### src/rtl/tx_scheduler.sv
// rtl/tx_scheduler.sv - two-client arbiter feeding the tx frame buffer, start strobe and end/timeout wait
// Grants one client, writes length header plus payload, starts tx, then holds a guard gap.
module tx_scheduler #(
  parameter int          MAX_LEN      = 122,
  parameter int          ARB_MODE     = 0,
  parameter int          GUARD        = 16,
  parameter logic [23:0] TIMEOUT      = 24'd1000000,
  parameter logic [2:0]  TX_EVENT_END = 3'd1
) (
  input  logic        clk,
  input  logic        reset,
  input  logic [1:0]  i_req,
  input  logic [13:0] i_len,
  input  logic [15:0] i_data,
  input  logic [1:0]  i_valid,
  output logic [1:0]  o_ready,
  output logic [1:0]  o_gnt,
  output logic [1:0]  o_done,
  output logic        o_err,
  output logic        o_busy,
  output logic        o_buf_w_en,
  output logic [6:0]  o_buf_w_addr,
  output logic [7:0]  o_buf_byte,
  output logic        o_start,
  input  logic [2:0]  i_ev,
  input  logic        i_ev_sig
);

  typedef enum logic [2:0] {
    S_IDLE,
    S_HDR,
    S_LOAD,
    S_START,
    S_WAIT_END,
    S_GUARD
  } state_t;

  localparam logic [6:0]  MAX_L      = 7'(MAX_LEN);
  localparam logic [7:0]  GUARD_LAST = 8'(GUARD - 1);
  localparam logic [23:0] TO_LAST    = TIMEOUT - 24'd1;

  state_t      state, state_n;
  logic [6:0]  len_q, len_n;
  logic [6:0]  cnt, cnt_n;
  logic [23:0] tcnt, tcnt_n;
  logic [7:0]  gcnt, gcnt_n;
  logic        last_q, last_n;
  logic [1:0]  gnt_n, done_n;
  logic        err_n, w_en_n, start_n, busy_n;
  logic [6:0]  addr_n;
  logic [7:0]  byte_n;
  logic        win;
  logic        sel;

  // index of the granted client; o_gnt is one-hot while a transaction is live
  assign sel     = o_gnt[1];
  assign o_ready = o_gnt & {2{state == S_LOAD}};

  always_comb begin
    state_n = state;
    len_n   = len_q;
    cnt_n   = cnt;
    tcnt_n  = tcnt;
    gcnt_n  = gcnt;
    last_n  = last_q;
    gnt_n   = o_gnt;
    done_n  = 2'b00;
    err_n   = 1'b0;
    w_en_n  = 1'b0;
    addr_n  = o_buf_w_addr;
    byte_n  = o_buf_byte;
    start_n = 1'b0;
    win     = 1'b0;
    case (state)
      S_IDLE: begin
        if (|i_req) begin
          if (&i_req) win = (ARB_MODE == 1) ? ~last_q : 1'b0;
          else        win = i_req[1];
          gnt_n   = win ? 2'b10 : 2'b01;
          len_n   = win ? i_len[13:7] : i_len[6:0];
          state_n = S_HDR;
        end
      end
      S_HDR: begin
        if (len_q == 7'd0 || len_q > MAX_L) begin
          done_n  = o_gnt;
          err_n   = 1'b1;
          gnt_n   = 2'b00;
          last_n  = sel;
          gcnt_n  = 8'd0;
          state_n = S_GUARD;
        end else begin
          // header carries the payload length plus the two FCS bytes
          w_en_n  = 1'b1;
          addr_n  = 7'd0;
          byte_n  = {1'b0, len_q} + 8'd2;
          cnt_n   = 7'd1;
          state_n = S_LOAD;
        end
      end
      S_LOAD: begin
        if (i_valid[sel] && o_ready[sel]) begin
          w_en_n = 1'b1;
          addr_n = cnt;
          byte_n = sel ? i_data[15:8] : i_data[7:0];
          cnt_n  = cnt + 7'd1;
          if (cnt == len_q) state_n = S_START;
        end
      end
      S_START: begin
        start_n = 1'b1;
        tcnt_n  = 24'd0;
        state_n = S_WAIT_END;
      end
      S_WAIT_END: begin
        tcnt_n = tcnt + 24'd1;
        // a real end event takes precedence over a coincident timeout
        if (i_ev_sig && i_ev == TX_EVENT_END) begin
          done_n  = o_gnt;
          gnt_n   = 2'b00;
          last_n  = sel;
          gcnt_n  = 8'd0;
          state_n = S_GUARD;
        end else if (tcnt == TO_LAST) begin
          done_n  = o_gnt;
          err_n   = 1'b1;
          gnt_n   = 2'b00;
          last_n  = sel;
          gcnt_n  = 8'd0;
          state_n = S_GUARD;
        end
      end
      S_GUARD: begin
        if (gcnt == GUARD_LAST) state_n = S_IDLE;
        else                    gcnt_n  = gcnt + 8'd1;
      end
      default: state_n = S_IDLE;
    endcase
    busy_n = (state_n != S_IDLE);
  end

  always_ff @(posedge clk or posedge reset) begin
    if (reset) begin
      state        <= S_IDLE;
      len_q        <= 7'd0;
      cnt          <= 7'd0;
      tcnt         <= 24'd0;
      gcnt         <= 8'd0;
      last_q       <= 1'b0;
      o_gnt        <= 2'b00;
      o_done       <= 2'b00;
      o_err        <= 1'b0;
      o_busy       <= 1'b0;
      o_buf_w_en   <= 1'b0;
      o_buf_w_addr <= 7'd0;
      o_buf_byte   <= 8'd0;
      o_start      <= 1'b0;
    end else begin
      state        <= state_n;
      len_q        <= len_n;
      cnt          <= cnt_n;
      tcnt         <= tcnt_n;
      gcnt         <= gcnt_n;
      last_q       <= last_n;
      o_gnt        <= gnt_n;
      o_done       <= done_n;
      o_err        <= err_n;
      o_busy       <= busy_n;
      o_buf_w_en   <= w_en_n;
      o_buf_w_addr <= addr_n;
      o_buf_byte   <= byte_n;
      o_start      <= start_n;
    end
  end

endmodule

### config.mk
export PLATFORM = sky130hd
export DESIGN_NAME = tx_scheduler
export DESIGN_NICKNAME = d
export VERILOG_FILES = /design/src/rtl/tx_scheduler.sv
export SDC_FILE = /design/constraint.sdc
export NUM_CORES = 1
export LEC_CHECK = 0
export ABC_AREA = 1
export CORE_MARGIN = 5
export CORE_UTILIZATION = 55
export CTS_CLUSTER_DIAMETER = 60
export DETAILED_ROUTE_END_ITERATION = 7
export PLACE_DENSITY = 0.81
export SLEW_MARGIN = 20
export SYNTH_ARGS = -nofsm -noshare
export SYNTH_HDL_FRONTEND = slang
export SYNTH_SLANG_ARGS = --single-unit
### constraint.sdc
create_clock -name clk -period 2.6 [get_ports clk]
set_clock_uncertainty 0.2 [all_clocks]
set_input_delay 0.26 -clock clk [delete_from_list [all_inputs] [get_ports clk]]
set_output_delay 0.26 -clock clk [all_outputs]
set_load 0.05 [all_outputs]
==> impl_metrics.json <==
{
  "outcome": "completed",
  "syn_nets": 632,
  "worstHoldPathType": "in -> async",
  "cts_made_buffers": 9,
  "initial_core_util_pct": 55.8,
  "drive_gt1_share_pct": 9.56,
  "finalHoldViolCount": 0,
  "max_freq_mhz": 427,
  "gp_congestion": 0.965,
  "nNetsFinal": 699,
  "synth_top_area_share_pct": 42.2,
  "layoutNonFillerInstCount": 761,
  "start_kind": "flip-flop",
  "area_growth_pct": 21.8,
  "peakVddDrop_uv": 444,
  "gr-total-overflow": 0,
  "max_slew.worst_pin.slew_ps": 548,
  "clk_path_buf_depth": 2,
  "period_share_pct": 90.1,
  "routed_wl_um": 10700,
  "relSlewSlack_pct": 63.1,
  "syn_area_um2": 4270,
  "utilization_pct": 68.0,
  "insertion_delay_ps": 350,
  "core.rowCount": 32,
  "drt_iter0_markers": 213,
  "antenna_left": 0,
  "rsz0062_at_grt": "no",
  "period_minus_slack_ps": 2340,
  "drv_slew": 0,
  "power_density_nw_per_um2": 874,
  "clkSlewWorstSetupHoldPaths_ps": 80,
  "vias_per_cell": 5.28,
  "vias": 4018,
  "yosys.area.top_type": "dfrtp_1",
  "port_buffers": 64,
  "endpoint_kind": "flip-flop",
  "diodes": 0,
  "placed_area_um2": 5000,
  "synthTopCellsByArea": "dfrtp_1, nand2_1, nor2_1",
  "syn_area_per_cell_um2": 7.27,
  "cts_setup_buffers": 0,
  "die_h_um": 98.1,
  "htreeDepth": 3,
  "core-area_um2": 7650,
  "setup_viol": 0,
  "regArea_um2": 1800,
  "maxCapViolCount": 0,
  "critPathRequiredTime_ps": 2640,
  "io_pins": 65,
  "yosysSeqAreaShare_pct": 42.2,
  "die_w_um": 98.1,
  "cts_resized": 0,
  "fin_setup_tns_ps": 0,
  "drtPass1Iterations": 5,
  "post_drt_wl_per_cell_um": 14.0,
  "hpwl_um": 7940,
  "placed_cells_incl_taps": 745,
  "die-area_um2": 9620,
  "arrival_ps": 2380,
  "critPathMaxFanout": 26,
  "antenna_found_initial": 0,
  "ys_types": 38,
  "netlist_instances": 587,
  "grt_pass1_vias": 3823,
  "critical_path_class": "reg -> reg",
  "synth_seq_cells": 72,
  "design_area_um2": 5200,
  "cts_tree": "built",
  "hold_buffers": 0,
  "grt_first_pass_wirelength_um": 18500,
  "multi_input_area_um2": 2120,
  "yosysWarnings": 0,
  "root_buffer": "clkbuf_8",
  "nFillCells": 648,
  "clock-sinks": 72,
  "drcViolationCount": 0,
  "grt_usage_pct": 23.1,
  "grt_max_degree": 73,
  "p_leak_nw": 2.47
}
==> metrics by stage <==
stage / worst slack, ps / hold WS [ps] / power (W)
6_report: 258 / 114 / 0.00455
5_1_grt: 71.8 / 147 / 0.00485
4_1_cts: 287 / 123 / 0.00455
3_5_place_dp: 301 / 262 / 0.00367
3_3_place_gp: 423 / 254 / 0.00360
2_1_floorplan: 141 / 258 / 0.00311
==> synth_stat cells (all sizes together) <==
library cell / n
clkbuf: 7
o211ai: 4
nor4: 1
a31oi: 2
o21ai: 33
ha: 5
mux2i: 1
o211a: 1
nor3: 10
nand2: 180
clkinv: 2
xor2: 10
inv: 60
nand4: 13
buf: 10
nor2: 89
nand3: 58
a21boi: 1
a22oi: 1
nor3b: 1
dfrtp: 72
a21oi: 12
xnor2: 3
or2: 3
o31ai: 8
==> where the power goes <==
part / switching, W / leakage [nW] / total, W / internal, W
sequential: 0.000246 / 0.965 / 0.00159 / 0.00134
combinational: 0.00141 / 1.42 / 0.00208 / 0.000668
clock: 0.000436 / 0.0887 / 0.000883 / 0.000446
==> layer usage <==
| metal | GRT usage [%] | wire, um | vias to the layer above |
|---|---|---|---|
| li1 | - | - | 2019 |
| met1 | 32.1 | 4940 | 1858 |
| met2 | 37.2 | 4970 | 128 |
| met3 | 4.36 | 633 | 13 |
| met4 | 6.50 | 119 | 0 |
| met5 | 0 | 0 | - |
==> sequential cells by signal, indices dropped and copies added, names as in the netlist <==
register      flops
cnt               7
gcnt              8
len_q             7
o_done            2
o_buf_w_addr      7
o_busy            1
o_err             1
state             3
o_start           1
o_buf_byte        8
o_gnt             2
tcnt             24
o_buf_w_en        1
==> final timing paths <==
| check | start | cells past startpoint | end | slack [ps] |
|---|---|---|---|---|
| max | state[2] | 8 | o_buf_w_addr[1] | 260 |
| min | reset | 3 | cnt[2] | 110 |
| max reg2reg | state[2] | 8 | o_buf_w_addr[1] | 260 |
| min reg2reg | o_buf_byte[7] | 2 | o_buf_byte[7] | 280 |
| max in group asynchronous | reset | 3 | gcnt[0] | 1800 |
| min in group clk | o_buf_byte[7] | 2 | o_buf_byte[7] | 280 |
==> worst max-delay path: stages (launching register included) <==
cell and delay [ps]:
dfrtp_1 440, inv_2 110, nand3_2 250, nor2_1 280, o21ai_2 100, nand2_4 250, clkinv_2 360, nand2_1 170
nand2_1 70
==> cells in the final DEF (no fill, tap or decap), types with 3 or more instances in the layout <==
cell type	count
nor3_1	8
o21ai_1	13
clkbuf_8	9
o31ai_1	8
clkinvlp_4	3
dfrtp_1	72
o21ai_0	16
nand2_1	168
nand4_1	13
xnor2_1	3
o211ai_2	4
or2_2	3
clkdlybuf4s50_1	62
ha_1	5
nand2_2	9
xor2_1	10
o21ai_2	4
inv_2	5
inv_1	55
buf_4	10
a21oi_1	12
nand3_2	3
nand3_1	55
nor2_1	86
nor2_2	3
==> cell type report <==
| class | count | share of cell area, % |
|---|---|---|
| multi-input cells | 436 | 40.8 |
| clock buffers | 10 | 2.45 |
| clock inverters | 6 | 1.35 |
| repair buffers | 73 | 13.8 |
| flip-flops and latches | 72 | 34.6 |
| well taps | 102 | 2.45 |
| inverters | 62 | 4.50 |
==> logic make-up after synthesis <==
logic type                 count (synthesis)  synth area share [%]
DFF                                       72                  42.2
adders and majority gates                  5                  1.47
AOI/OAI and AO/OA                         62                  9.09
buffers and inverters                     79                  8.03
xor gates and xnor gates                  13                  2.67
muxes                                      1                 0.234
and+or+nand+nor                          355                  36.3
Power figures use the tool's default switching activity.
